--- config.mk ---
export PLATFORM = sky130hd
export DESIGN_NAME = adc_conversion_sequencer
export DESIGN_NICKNAME = d
export VERILOG_FILES = /design/src/rtl/adc_seq_pkg.sv /design/src/rtl/adc_seq_fifo.sv /design/src/rtl/adc_conversion_sequencer.sv
export SDC_FILE = /design/constraint.sdc
export NUM_CORES = 1
export LEC_CHECK = 0
export ABC_AREA = 1
export ABC_CLOCK_PERIOD_IN_PS = 3200
export BUFFER_PORTS_ARGS = -buffer_cell sky130_fd_sc_hd__buf_2
export CORE_MARGIN = 8
export CORE_UTILIZATION = 57
export DETAILED_ROUTE_END_ITERATION = 8
export HOLD_SLACK_MARGIN = 0.03
export MAX_ROUTING_LAYER = met4
export PLACE_DENSITY = 0.84
export SLEW_MARGIN = 20
export SYNTH_ARGS = -nofsm -noshare
export SYNTH_HDL_FRONTEND = slang
export SYNTH_SLANG_ARGS = --single-unit
--- constraint.sdc ---
create_clock -name clk -period 3.2 [get_ports clk]
set_input_delay 0.64 -clock clk [delete_from_list [all_inputs] [get_ports clk]]
set_output_delay 0.64 -clock clk [all_outputs]
set_load 0.1 [all_outputs]
--- src/rtl/adc_seq_pkg.sv ---
// rtl/adc_seq_pkg.sv - shared types and widths for the ADC conversion sequencer
package adc_seq_pkg;

    localparam int ADC_RESULT_W = 16;
    localparam int ADC_CONFIG_W = 16;

    typedef enum logic [2:0] {
        IDLE,
        SETUP,
        START,
        WAIT,
        GAP
    } seq_state_e;

endpackage

--- src/rtl/adc_seq_fifo.sv ---
// rtl/adc_seq_fifo.sv - synchronous result FIFO, head shown combinationally from registers
module adc_seq_fifo #(
    parameter int WIDTH = 16,
    parameter int DEPTH = 4
) (
    input  logic             clk,
    input  logic             rst_n,
    input  logic             push,
    input  logic [WIDTH-1:0] push_data,
    input  logic             pop,
    output logic [WIDTH-1:0] head,
    output logic             full,
    output logic             empty
);

    localparam int AW = $clog2(DEPTH);

    logic [WIDTH-1:0] mem_q [DEPTH];
    logic [AW:0]      wr_ptr_q;
    logic [AW:0]      rd_ptr_q;
    logic             do_push;
    logic             do_pop;

    assign empty   = (wr_ptr_q == rd_ptr_q);
    assign full    = (wr_ptr_q[AW] != rd_ptr_q[AW]) && (wr_ptr_q[AW-1:0] == rd_ptr_q[AW-1:0]);
    assign do_pop  = pop & ~empty;
    // A pop in the same cycle frees the slot, so a push into a full FIFO still lands.
    assign do_push = push & (~full | do_pop);
    assign head    = mem_q[rd_ptr_q[AW-1:0]];

    always_ff @(posedge clk) begin
        if (!rst_n) begin
            wr_ptr_q <= '0;
            rd_ptr_q <= '0;
        end else begin
            if (do_push) begin
                wr_ptr_q <= wr_ptr_q + 1'b1;
            end
            if (do_pop) begin
                rd_ptr_q <= rd_ptr_q + 1'b1;
            end
        end
    end

    always_ff @(posedge clk) begin
        if (do_push) begin
            mem_q[wr_ptr_q[AW-1:0]] <= push_data;
        end
    end

endmodule

--- src/rtl/adc_conversion_sequencer.sv ---
// rtl/adc_conversion_sequencer.sv - drives the ADC start/config handshake and queues results
module adc_conversion_sequencer
    import adc_seq_pkg::*;
#(
    parameter int FIFO_DEPTH     = 4,
    parameter int SETUP_CYCLES   = 2,
    parameter int START_CYCLES   = 2,
    parameter int TIMEOUT_CYCLES = 65535
) (
    input  logic                    clk,
    input  logic                    rst_n,
    input  logic [ADC_CONFIG_W-1:0] cfg_config_1,
    input  logic [ADC_CONFIG_W-1:0] cfg_config_2,
    input  logic [15:0]             cfg_period,
    input  logic                    cfg_continuous,
    input  logic                    cmd_start,
    input  logic                    cmd_stop,
    input  logic                    clear_err,
    output logic                    start_conversion_out,
    output logic [ADC_CONFIG_W-1:0] config_1_out,
    output logic [ADC_CONFIG_W-1:0] config_2_out,
    input  logic [ADC_RESULT_W-1:0] result_in,
    input  logic                    conversion_finished_in,
    output logic [ADC_RESULT_W-1:0] data_out,
    output logic                    data_valid,
    input  logic                    data_ready,
    output logic                    busy,
    output logic                    overflow_err,
    output logic                    timeout_err
);

    localparam int MAXP = (SETUP_CYCLES > START_CYCLES) ? SETUP_CYCLES : START_CYCLES;
    localparam int PW   = $clog2(MAXP + 1);
    localparam int TW   = $clog2(TIMEOUT_CYCLES + 1);

    seq_state_e              state_q, state_d;
    logic [PW-1:0]           phase_q, phase_d;
    logic                    cont_q, cont_d;
    logic [ADC_CONFIG_W-1:0] config_1_q, config_1_d;
    logic [ADC_CONFIG_W-1:0] config_2_q, config_2_d;
    logic [15:0]             period_cnt_q, period_cnt_d;
    logic [TW-1:0]           tmo_cnt_q, tmo_cnt_d;
    logic                    overflow_q, overflow_d;
    logic                    timeout_q, timeout_d;
    logic                    sync1_q, sync2_q, sync3_q;

    logic                    fin_rise;
    logic                    res_push;
    logic                    timeout_evt;
    logic                    period_done;
    logic [16:0]             period_sum;
    logic                    fifo_pop;
    logic                    fifo_full;
    logic                    fifo_empty;
    logic [ADC_RESULT_W-1:0] fifo_head;

    assign fin_rise = sync2_q & ~sync3_q;
    // Counter lags the start rise by one cycle and SETUP is still ahead, so both are added
    // back in to make rise-to-rise spacing equal cfg_period.
    assign period_sum  = {1'b0, period_cnt_q} + 17'(SETUP_CYCLES + 1);
    assign period_done = (period_sum >= {1'b0, cfg_period});

    always_comb begin
        state_d      = state_q;
        phase_d      = phase_q;
        cont_d       = cont_q;
        config_1_d   = config_1_q;
        config_2_d   = config_2_q;
        period_cnt_d = (period_cnt_q == 16'hFFFF) ? period_cnt_q : period_cnt_q + 16'd1;
        tmo_cnt_d    = tmo_cnt_q;
        res_push     = 1'b0;
        timeout_evt  = 1'b0;
        unique case (state_q)
            IDLE: begin
                if (cmd_start && !cmd_stop) begin
                    state_d    = SETUP;
                    phase_d    = '0;
                    config_1_d = cfg_config_1;
                    config_2_d = cfg_config_2;
                    cont_d     = cfg_continuous;
                end
            end
            SETUP: begin
                if (cmd_stop) cont_d = 1'b0;
                if (phase_q == PW'(SETUP_CYCLES - 1)) begin
                    state_d      = START;
                    phase_d      = '0;
                    period_cnt_d = '0;
                    tmo_cnt_d    = '0;
                end else begin
                    phase_d = phase_q + 1'b1;
                end
            end
            START: begin
                if (cmd_stop) cont_d = 1'b0;
                tmo_cnt_d = tmo_cnt_q + 1'b1;
                if (phase_q == PW'(START_CYCLES - 1)) begin
                    state_d = WAIT;
                    phase_d = '0;
                end else begin
                    phase_d = phase_q + 1'b1;
                end
            end
            WAIT: begin
                if (cmd_stop) cont_d = 1'b0;
                if (fin_rise) begin
                    res_push = 1'b1;
                    state_d  = (cont_q && !cmd_stop) ? GAP : IDLE;
                end else if (tmo_cnt_q >= TW'(TIMEOUT_CYCLES - 1)) begin
                    timeout_evt = 1'b1;
                    cont_d      = 1'b0;
                    state_d     = IDLE;
                end else begin
                    tmo_cnt_d = tmo_cnt_q + 1'b1;
                end
            end
            GAP: begin
                if (cmd_stop) begin
                    cont_d  = 1'b0;
                    state_d = IDLE;
                end else if (period_done) begin
                    state_d    = SETUP;
                    phase_d    = '0;
                    config_1_d = cfg_config_1;
                    config_2_d = cfg_config_2;
                end
            end
            default: state_d = IDLE;
        endcase
        overflow_d = (overflow_q & ~clear_err) | (res_push & fifo_full & ~fifo_pop);
        timeout_d  = (timeout_q & ~clear_err) | timeout_evt;
    end

    always_ff @(posedge clk) begin
        if (!rst_n) begin
            state_q      <= IDLE;
            phase_q      <= '0;
            cont_q       <= 1'b0;
            config_1_q   <= '0;
            config_2_q   <= '0;
            period_cnt_q <= '0;
            tmo_cnt_q    <= '0;
            overflow_q   <= 1'b0;
            timeout_q    <= 1'b0;
            sync1_q      <= 1'b0;
            sync2_q      <= 1'b0;
            sync3_q      <= 1'b0;
        end else begin
            state_q      <= state_d;
            phase_q      <= phase_d;
            cont_q       <= cont_d;
            config_1_q   <= config_1_d;
            config_2_q   <= config_2_d;
            period_cnt_q <= period_cnt_d;
            tmo_cnt_q    <= tmo_cnt_d;
            overflow_q   <= overflow_d;
            timeout_q    <= timeout_d;
            sync1_q      <= conversion_finished_in;
            sync2_q      <= sync1_q;
            sync3_q      <= sync2_q;
        end
    end

    assign fifo_pop = data_valid & data_ready;

    adc_seq_fifo #(
        .WIDTH (ADC_RESULT_W),
        .DEPTH (FIFO_DEPTH)
    ) u_fifo (
        .clk       (clk),
        .rst_n     (rst_n),
        .push      (res_push),
        .push_data (result_in),
        .pop       (fifo_pop),
        .head      (fifo_head),
        .full      (fifo_full),
        .empty     (fifo_empty)
    );

    assign start_conversion_out = (state_q == START);
    assign config_1_out         = config_1_q;
    assign config_2_out         = config_2_q;
    assign data_valid           = ~fifo_empty;
    // Stale storage is masked so the stream reads zero whenever nothing is queued.
    assign data_out             = data_valid ? fifo_head : '0;
    assign busy                 = (state_q != IDLE);
    assign overflow_err         = overflow_q;
    assign timeout_err          = timeout_q;

endmodule

# Word level (Yosys, flattened, before mapping)
# Memories as Yosys holds them, arrays and structs flattened. A register that Yosys moved wholly into a read port is not among the register bits.
# Index checks and enable logic that the tools add are counted.
[op_classes]
order_cmp = 2
mux = 44
reduce_logical = 17
add_sub_neg = 6
eq_ne = 18
n_bitwise = 16
[ops]
columns = ["op", "n"]
rows = [
  ["16-bit two-way mux", 13],
  ["16-bit one-hot mux with 2 select lines", 2],
  ["16-bit one-hot mux with 3 select lines", 1],
  ["16-bit by 1-bit adder with 16-bit output, second input constant", 2],
  ["3-bit two-way mux", 8],
  ["16-bit by 2-bit adder with 17-bit output, second input constant", 1],
  ["17-bit by 16-bit >= comparator with 1-bit output", 1],
  ["16-bit equality test, second input constant", 1],
  ["16-bit >= comparator, second input constant", 1],
  ["3-bit one-hot mux with 5 select lines", 1],
  ["2-bit two-way mux", 6],
  ["2-bit != test, second input constant", 6],
  ["4-bit AND reduction", 3],
  ["3-bit nonzero test", 4],
  ["1-bit two-way mux", 11],
  ["1-bit bitwise AND", 8],
  ["3-bit by 1-bit adder with 3-bit output, second input constant", 2],
  ["3-bit by 2-bit equality test with 1-bit output, second input constant", 2],
  ["3-bit != test, second input constant", 2],
  ["2-bit one-hot mux with 3 select lines", 1],
  ["1-bit inverter", 5],
  ["5-bit AND reduction", 1],
  ["3-bit by 1-bit equality test with 1-bit output, second input constant", 1],
  ["3-bit equality test", 1],
  ["15 further kinds", 19],
]
[word_totals]
n_memories = 1
elab_cells = 118
output_inout_bits = 53
in_bits = 72
register_bits = 81
ram_bits = 64
[memory_table]
columns = ["name", "words", "word_bits", "rd", "rd_ports_with_merged_regs", "write_ports", "line", "source"]
rows = [
  ["u_fifo.mem_q", 4, 16, 1, 1, 1, "adc_seq_fifo.sv:18", "logic [WIDTH-1:0] mem_q [DEPTH];"],
]

# Longest topological paths before layout
# Gate-level depths: netlist (run 1).
[depth]
ltp_word = 8
mapped_depth = 20
ltp_nobuf = 19

# Cells and area by module
# A second synthesis (run 1) with hierarchy kept.
[hier_totals]
hier_cells = 914
area_unflattened_um2 = 7363.3
[by_module_without_submodules]
columns = ["module", "seq_area_each_um2", "instances", "area_each_um2", "cells_per_inst"]
rows = [
  ["adc_conversion_sequencer", 1501.4, 1, 4548.1, 694],
  ["adc_seq_fifo", 2082.0, 1, 2815.2, 220],
]

# Worst setup path before layout (run 1)
# Ideal clock, no wire load.
[synth_timing]
path_kind = "flip-flop to output port"
start = "reg u_fifo.wr_ptr_q[0]"
end = "out data_out[10]"
path_stages_with_launch = 7
arrival_time_ps = 2530
required_ps = 2560
n_path_buf = 1
slack_ps = 30
path_cell_list = "dfxtp_1 inv_1 nand2_1 nand4_1 clkbuf_1 nand2_1 inv_1"
[synth_via]
elab_chain_cells = 2
[synth_lines]
columns = ["element", "line", "source"]
rows = [
  ["from (decl)", "adc_seq_fifo.sv:19", "logic [AW:0] wr_ptr_q;"],
  ["from (signal assigned)", "adc_seq_fifo.sv:37", "wr_ptr_q <= wr_ptr_q + 1'b1;"],
  ["3-bit equality test", "adc_seq_fifo.sv:24", "assign empty = (wr_ptr_q == rd_ptr_q);"],
  ["16-bit two-way mux", "adc_conversion_sequencer.sv:185", "assign data_out = data_valid ? fifo_head : '0;"],
  ["to (decl)", "adc_conversion_sequencer.sv:24", "output logic [ADC_RESULT_W-1:0] data_out,"],
]
# Every way passes these cells.

# Worst setup path in the final report (run 1)
[layout_timing]
start = "reg period_cnt_q[7]"
end = "reg config_2_q[15], in the netlist config_2_out[15]"
[layout_via]
elab_chain_cells = 4
[layout_lines]
columns = ["element", "line", "source"]
rows = [
  ["from (decl)", "adc_conversion_sequencer.sv:41", "logic [15:0] period_cnt_q, period_cnt_d;"],
  ["from (signal assigned)", "adc_conversion_sequencer.sv:154", "period_cnt_q <= period_cnt_d;"],
  ["16-bit by 2-bit adder with 17-bit output", "adc_conversion_sequencer.sv:60", "assign period_sum = {1'b0, period_cnt_q} + 17'(SETUP_CYCLES + 1);"],
  ["17-bit by 16-bit >= comparator with 1-bit output", "adc_conversion_sequencer.sv:61", "assign period_done = (period_sum >= {1'b0, cfg_period});"],
  ["2-bit != test (no line)", "--", ""],
  ["4-bit AND reduction (no line)", "--", ""],
  ["to (signal assigned)", "adc_conversion_sequencer.sv:153", "config_2_q <= config_2_d;"],
  ["to (decl)", "adc_conversion_sequencer.sv:40", "logic [ADC_CONFIG_W-1:0] config_2_q, config_2_d;"],
]
# Every way passes these cells.
# A chain may end at the register's enable or synchronous reset.

==> results of run 1 <==
## flip-flops by register name, summed over array words and instances, names as in the netlist, 2 cells and up, named ones only
register	count
u_fifo.wr_ptr_q	3
period_cnt_q	16
config_1_out	16
phase_q	2
config_2_out	16
u_fifo.mem_q	64
u_fifo.rd_ptr_q	3
state_q	3
tmo_cnt_q	16
## area by class of cell
class	count	area [µm²]	share of cell area (%)
clock buffer	17	425	4.71
clock inverter	15	211	2.34
inverter	132	500	5.55
multi-input combinational	598	3210	35.6
sequential	147	3580	39.7
tap	176	220	2.44
timing repair buffer	147	873	9.68
## power breakdown
part / switching [µW] / internal [µW] / leakage (µW) / total [µW]
registers: 80.5 / 2070 / 0.00125 / 2150
logic: 1400 / 372 / 0.00256 / 1770
clock network: 766 / 1370 / 0.000298 / 2140
total: 2250 / 3810 / 0.00411 / 6060
## cell families (layout without fill, tap and decap cells)
group                      Yosys count  in the layout  share of synthesized area, %
DFF                                147            147                          47.9
xor gates and xnor gates            39             39                          4.56
AOI/OAI and AO/OA                  126            126                          9.61
and+or+nand+nor                    408            408                          24.3
adders and majority gates           25             25                          4.18
buffers and inverters              166            311                          9.46
## metal layers
| layer | global-route usage (%) | vias up |
|---|---|---|
| li1 | - | 3197 |
| met1 | 22.8 | 2961 |
| met2 | 37.5 | 206 |
| met3 | 3.37 | 42 |
| met4 | 9.32 | 0 |
| met5 | - | - |
## worst max-delay path, stage by stage, from the launching register on
cell and delay, ns:
dfxtp_1 0.44, nand2_1 0.13, nor2_1 0.14, nand4_1 0.13, nor4_1 0.35, xor2_1 0.19, ha_1 0.25, nand2_1 0.08
inv_1 0.06, nand2_1 0.06, nand2_1 0.05, nor2_1 0.10, nand2_1 0.06, nand2_1 0.12, nand4_4 0.24, clkbuf_16 0.27
a21oi_1 0.15, nor2_1 0.07
## per-stage QoR
stage	setup TNS, ns	total power (µW)	cell area, µm²	cells
after CTS	0	6070	8900	1227
final	0	6060	9020	1232
after global placement	0	3910	8270	1195
after floorplan	0	3630	7490	911
after detailed placement	0	3940	8270	1195
after global routing	-0.0424	6310	9020	1232
## synth_stat cells, types with 9 or more instances
cell and n:
ha_1 25, clkbuf_1 17, nand3_2 10, nand2_1 145
inv_1 130, nand2_2 14, a21oi_1 67, nand4_1 9
dfxtp_1 83, nor3_1 11, xor2_1 26, nor2_1 156
nand3_1 45, xnor2_1 13, o21ai_0 32, o32ai_1 16
edfxtp_1 64
## worst max path at each step
stage | endpoint | depth (start not counted) | from
3_3_place_gp | config_1_out[2]$_SDFFE_PN0P_ | 20 | period_cnt_q[1]$_SDFF_PN0_
6_report | config_2_out[15]$_SDFFE_PN0P_ | 17 | period_cnt_q[7]$_SDFF_PN0_
4_1_cts | config_2_out[8]$_SDFFE_PN0P_ | 20 | period_cnt_q[1]$_SDFF_PN0_
2_1_floorplan | data_out[10] | 6 | u_fifo.wr_ptr_q[0]$_SDFFE_PN0P_
5_1_grt | config_2_out[4]$_SDFFE_PN0P_ | 18 | period_cnt_q[5]$_SDFF_PN0_
3_5_place_dp | config_1_out[13]$_SDFFE_PN0P_ | 19 | period_cnt_q[1]$_SDFF_PN0_
## what timing repair did
action,4_1_cts,5_1_grt
setup endpoints to repair,0,32
buffers inserted,0,0
endpoints found under the hold margin,0,0
gates resized for setup,0,5
==> key figures, run 1 <==
Outcome
  • Status: finished clean

Placed design
  • GP Congestion: approximately 0.94
  • Place WS: approximately 0.17 ns
  • Post-DP HPWL: between 10000 and 15000 µm
  • IO Port Bufs: 124

Routing
  • DRC: 0
  • Routed wl met3: between 900 and 1000 µm
  • DR iter-0 viols: approximately 450
  • Vias/cell: ~5.2
  • Drt pass-1 iters: 6
  • WL per Instance: between 10 and 15 µm
  • Antenna Violating Nets Remaining: 0
  • Routed wl met2: roughly 9400 µm
  • Routed via count: between 6k and 7k
  • DRT Wirelength: 17900 µm
  • Top Metal Used: met4
  • Met1 wire length: slightly above 7000 µm

Synthesis
  • Netlist cell types: 38
  • Syn_nets: 1008
  • Area share of the largest cell type after synthesis: between 20% and 30%
  • Main area contributors after synthesis: edfxtp_1, dfxtp_1, nor2_1, nand2_1, inv_1
  • Count of flip-flops with a built-in enable after synthesis: 64
  • Async SR Flop Fraction: 0%
  • Synth area leader: edfxtp_1
  • Synth Flop Type: dfxtp_1
  • Post-Synthesis Cells: between 900 and 1k
  • Post-synthesis sequential area ratio: between 40% and 50%
  • Synth Warn #: 0
  • Synthesis-stage register bit count: ~150
  • Syn avg cell area: 8.22 µm²
  • Post-synthesis cell area: 7490 µm²

Floorplan
  • I/O pin count: ~130
  • Chip height: roughly 130 µm
  • Die area: between 15000 and 20000 µm²
  • CORE AREA: 13000 µm²
  • Cell Rows: between 40 and 50
  • Initial Util: a little under three fifths
  • Die Span X: 131 µm

GRT
  • Initial antenna violation count: 0
  • Vias in the first global route: a little over 6k
  • Gr usage total: 21.1%
  • Largest net degree at the start of global routing: 65
  • Global-route wire length before repair: about 27000 µm
  • GRT Residual Overflow: 0

Timing
  • Fin. max-slew vios: 0
  • Hold WS: 0.411 ns
  • Slew @ Worst Pin: around 0.57 ns
  • Post-layout min period: ~3.0 ns
  • PnR worst setup slack: a little under 0.2 ns
  • Max Fclk: roughly 330 MHz
  • Tcrit/Tclk final: 93.8%
  • Final hold viol count: 0
  • Final setup vio count: 0
  • Max_slew headroom: between 60% and 70%
  • Worst clock skew: 0.00584 ns

CTS
  • TritonCTS buffer count: 17
  • Insertion delay to the later sink of the worst-skew pair: around 0.42 ns
  • H-tree depth: 4
  • Clock buffer depth: 2
  • TritonCTS Sinks: roughly 150
  • TritonCTS clock tree: yes
  • Hold_buf cts: 0
  • Root buffer cell: clkbuf_16
  • Clock Pin Slew Worst Setup and Hold Paths: ~0.060 ns

Cells and area
  • Number of diodes: 0
  • Layout area overhead: 20.5%
  • Share of cells above drive strength 1: about a fifth
  • Layout fillers: between 1k and 1.5k
  • Most common cell after layout, fill and taps aside: nor2_1
  • Most frequent cells in the layout: nor2_1, nand2_1, inv_1
  • Core Util, Final: about 69%
  • Nets@finish: approximately 1.1k

Critical path
  • CP arrival: roughly 3.3 ns
  • R2R Setup Slk: a little under 0.2 ns
  • Worst reg2reg path startpoint: period_cnt_q[7]$_SDFF_PN0_
  • Crit path launch type: register
  • Crit Path Category: reg -> reg
  • Worst Path Required: ~3.5 ns
  • Critical path fanouts, max: 8
  • Reg2reg end: config_2_out[15]$_SDFFE_PN0P_
  • Worst setup EP type: register
  • Reg2reg path depth: 17

Pwr
  • P_leak: ~0.0041 µW
  • P per Cell Area: between 600 and 700 nW/µm²
  • Highest ir drop seen on vdd: between 0.0003 and 0.0004 V

Worst hold path
  • Hold path cells: 2
  • WHS Endpoint: sync2_q$_SDFF_PN0_
  • Worst hold path class: reg -> reg
  • Hold wc startpoint: sync1_q$_SDFF_PN0_

Run
  • Max-Cap Viols: 0
Power figures use the tool's default switching activity.
==> run 2, diff against run 1 <==
Settings changed: ABC_AREA 1 to 0, CAP_MARGIN from default to 20, CORE_UTILIZATION 57 to 56, PLACE_DENSITY 0.84 to 0.77.
==> run 2 against run 1 <==
  * Synthesized area down 9.2%
  * Global-route usage down 1.7 points
  * Setup slack worse by 0.11 ns
  * Total power down 25%
  * Via count down 21%
  * Register-to-register slack worse by 0.11 ns
  * Highest routed layer unchanged
  * Largest cell class unchanged
==> key figures, run 2 <==
Outcome
  • Status: finished clean

GRT
  • Vias in the first global route: ~5.2k
  • GRT Residual Overflow: 0
  • Global-route wire length before repair: 24200 µm
  • Gr usage total: about a fifth
  • Initial antenna violation count: 0
  • Largest net degree at the start of global routing: between 50 and 60

Synthesis
  • Async SR Flop Fraction: 0%
  • Area share of the largest cell type after synthesis: 28.3%
  • Synth area leader: edfxtp_1
  • Post-Synthesis Cells: 630
  • Synthesis-stage register bit count: 147
  • Syn_nets: approximately 730
  • Synth Flop Type: dfxtp_1
  • Count of flip-flops with a built-in enable after synthesis: 64
  • Commonest cells in the netlist: nand2_1, dfxtp_1, nor2_1, edfxtp_1, mux2i_1
  • Synth Warn #: 0
  • Post-synthesis sequential area ratio: 52.7%
  • Syn avg cell area: between 10 and 15 µm²
  • Netlist cell types: between 50 and 60
  • Post-synthesis cell area: between 6000 and 7000 µm²
  • Count leader, synth: nand2_1
  • Main area contributors after synthesis: edfxtp_1, dfxtp_1, mux4_2, nand2_1, mux2i_1

Routing
  • Routed wl met2: ~7500 µm
  • Drt pass-1 iters: 5
  • Top Metal Used: met4
  • Met1 wire length: around 6400 µm
  • DR iter-0 viols: about 310
  • DRC: 0
  • Antenna Violating Nets Remaining: 0
  • Vias/cell: about 5.5
  • WL per Instance: ~16 µm
  • Routed wl met3: 930 µm
  • Routed via count: 5052
  • DRT Wirelength: between 15000 and 20000 µm

CTS
  • TritonCTS clock tree: yes
  • Clock Pin Slew Worst Setup and Hold Paths: 0.06 ns
  • Clock buffer depth: 2
  • Root buffer cell: clkbuf_16
  • Insertion delay to the later sink of the worst-skew pair: roughly 0.42 ns
  • TritonCTS Sinks: 147
  • TritonCTS buffer count: 17
  • H-tree depth: 4
  • Hold_buf cts: 0

Cells and area
  • Share of cells above drive strength 1: a little over a quarter
  • Post-route design area: around 8300 µm²
  • Number of diodes: 0
  • Layout fillers: 839
  • Layout area overhead: 22.7%
  • Max reg flops: 64
  • Nets@finish: 860
  • Most common cell after layout, fill and taps aside: buf_2
  • Most frequent cells in the layout: buf_2, nand2_1, dfxtp_1

Critical path
  • Worst Path Required: 3.55 ns
  • CP arrival: ~3.5 ns
  • Crit Path Category: reg -> reg
  • CP bufs+invs: 2
  • Crit path launch type: register
  • Critical path fanouts, max: 8
  • Crit-path leading delay family: simple AND/OR/NAND/NOR gates
  • Slowest CP cell: or3_4
  • Worst setup EP type: register
  • Critical-path cell list: inv_1 -> ha_2 -> or3_4 -> nor2_1 -> xor2_1 -> ha_1 -> nand4_1 -> nor2_2 -> nand3_1 -> o211a_4 -> a21oi_4 -> buf_6 -> mux2i_1
  • Critical Path Max Stage Delay: 0.44 ns

Placed design
  • GP Congestion: 0.950
  • IO Port Bufs: 124
  • Post-DP HPWL: roughly 10000 µm
  • Post-DP Area: 7600 µm²

Floorplan
  • Cell Rows: 40
  • CORE AREA: roughly 12000 µm²
  • Initial Util: between 50% and 60%
  • Die Span X: about 130 µm
  • Die area: 15900 µm²
  • Chip height: 126 µm
  • I/O pin count: between 100 and 150

Timing
  • Slew @ Worst Pin: about 1.0 ns
  • Post-layout min period: approximately 3.1 ns
  • Max Fclk: 321 MHz
  • Worst clock skew: 0.00616 ns
  • Fin. max-slew vios: 0
  • Tcrit/Tclk final: around 97%
  • Final hold viol count: 0
  • Max_slew headroom: between 30 and 40%
  • Final setup vio count: 0
  • Hold WS: about 0.43 ns

Pwr
  • Internal power: between 3000 and 4000 µW
  • Highest ir drop seen on vdd: approximately 0.00027 V
  • P per Cell Area: around 550 nW/µm²
  • Sw Pwr: between 1000 and 1500 µW
  • Net Sw Frac: between 20% and 30%
  • Comb pwr share: around 9.7%
  • P_leak: 0.00349 µW
  • Sequential power share: between 40% and 50%
  • Share of total power in the clock network: between 40% and 50%

Worst hold path
  • Worst hold path class: reg -> reg

Run
  • Max-Cap Viols: 0
run 2: cell types whose count changed in the layout (fill, tap and decap cells not counted), moves of 14 or more:
| cell | delta |
|---|---|
| nor2_1 | -89 |
| and2_1 | +24 |
| nand3_1 | -31 |
| o32ai_1 | -16 |
| o21ai_0 | -17 |
| mux4_2 | +16 |
| mux2i_1 | +34 |
| nand2_2 | -14 |
| nand2_1 | -53 |
| a21oi_1 | -56 |
| inv_1 | -102 |
run 2: stage by stage:
stage / setup TNS, ns / std cells / setup slack (ns) / utilization, % / power [µW]
after floorplan: 0 / 630 / 0.210 / - / 2360
final: 0 / 923 / 0.0890 / 70.1 / 4580
after detailed placement: -0.0125 / 888 / -0.00759 / 63.8 / 2470
after global placement: 0 / 888 / 0.206 / 63.8 / 2460
after global routing: -1.59 / 923 / -0.0804 / 70.1 / 4720
after CTS: 0 / 920 / 0.0150 / 69.3 / 4590
run 2: cell type report:
type / instances / area, µm² / share of cell area (%)
inverter: 28 / 105 / 1.26
clock inverter: 8 / 106 / 1.27
multi-input combinational: 427 / 3010 / 36.1
sequential: 147 / 3580 / 42.9
tap: 147 / 184 / 2.20
clock buffer: 24 / 548 / 6.57
timing repair buffer: 142 / 807 / 9.67
run 2: repair_timing:
| item | 4_1_cts | 5_1_grt |
|---|---|---|
| buffers inserted | 0 | 0 |
| setup endpoints to repair | 11 | 34 |
| cloned | 0 | 3 |
| pin swaps | 0 | 2 |
| resized for setup | 1 | 6 |
run 2: kinds of logic (layout without fill, tap and decap cells):
group                      after synthesis  after routing  share of synthesized area, %
and+or+nand+nor                        250            250                          17.4
DFF                                    147            147                          52.7
AOI/OAI and AO/OA                       56             56                          5.52
buffers and inverters                   56            202                          3.51
muxes                                   50             50                          10.3
xor gates and xnor gates                46             46                          5.92
adders and majority gates               25             25                          4.60
run 2: final timing paths:
check,slack [ns],end,cells past startpoint,start
worst max-delay path,0.09,config_1_out[10]$_SDFFE_PN0P_,13,period_cnt_q[0]$_SDFF_PN0_
worst min-delay path,0.43,sync2_q$_SDFF_PN0_,1,sync1_q$_SDFF_PN0_
worst max register to register,0.09,config_1_out[10]$_SDFFE_PN0P_,13,period_cnt_q[0]$_SDFF_PN0_
worst min register to register,0.43,sync2_q$_SDFF_PN0_,1,sync1_q$_SDFF_PN0_
run 2: per-layer routing:
layer  GRT usage (%)  up-vias
met5               -        -
met1            21.6     2373
met2            32.1      179
met4            7.78        0
met3            5.91       39
li1                -     2461
run 2: worst register-to-register path, delay by kind of cell (launching register included):
kind                       cells  cell delay, ns
and+or+nand+nor                5            1.00
xor gates and xnor gates       1            0.11
buffers and inverters          2            0.32
adders and majority gates      2            0.54
AOI/OAI and AO/OA              2            0.54
DFF                            1            0.33
muxes                          1            0.21
run 2: power groups by stage:
stage	sequential, µW	combinational, µW	clock [µW]
floorplan	2200	157	0
global placement	2050	414	0
detailed placement	2050	425	0
CTS	2010	427	2150
global route	2010	473	2240
finish	2010	442	2130
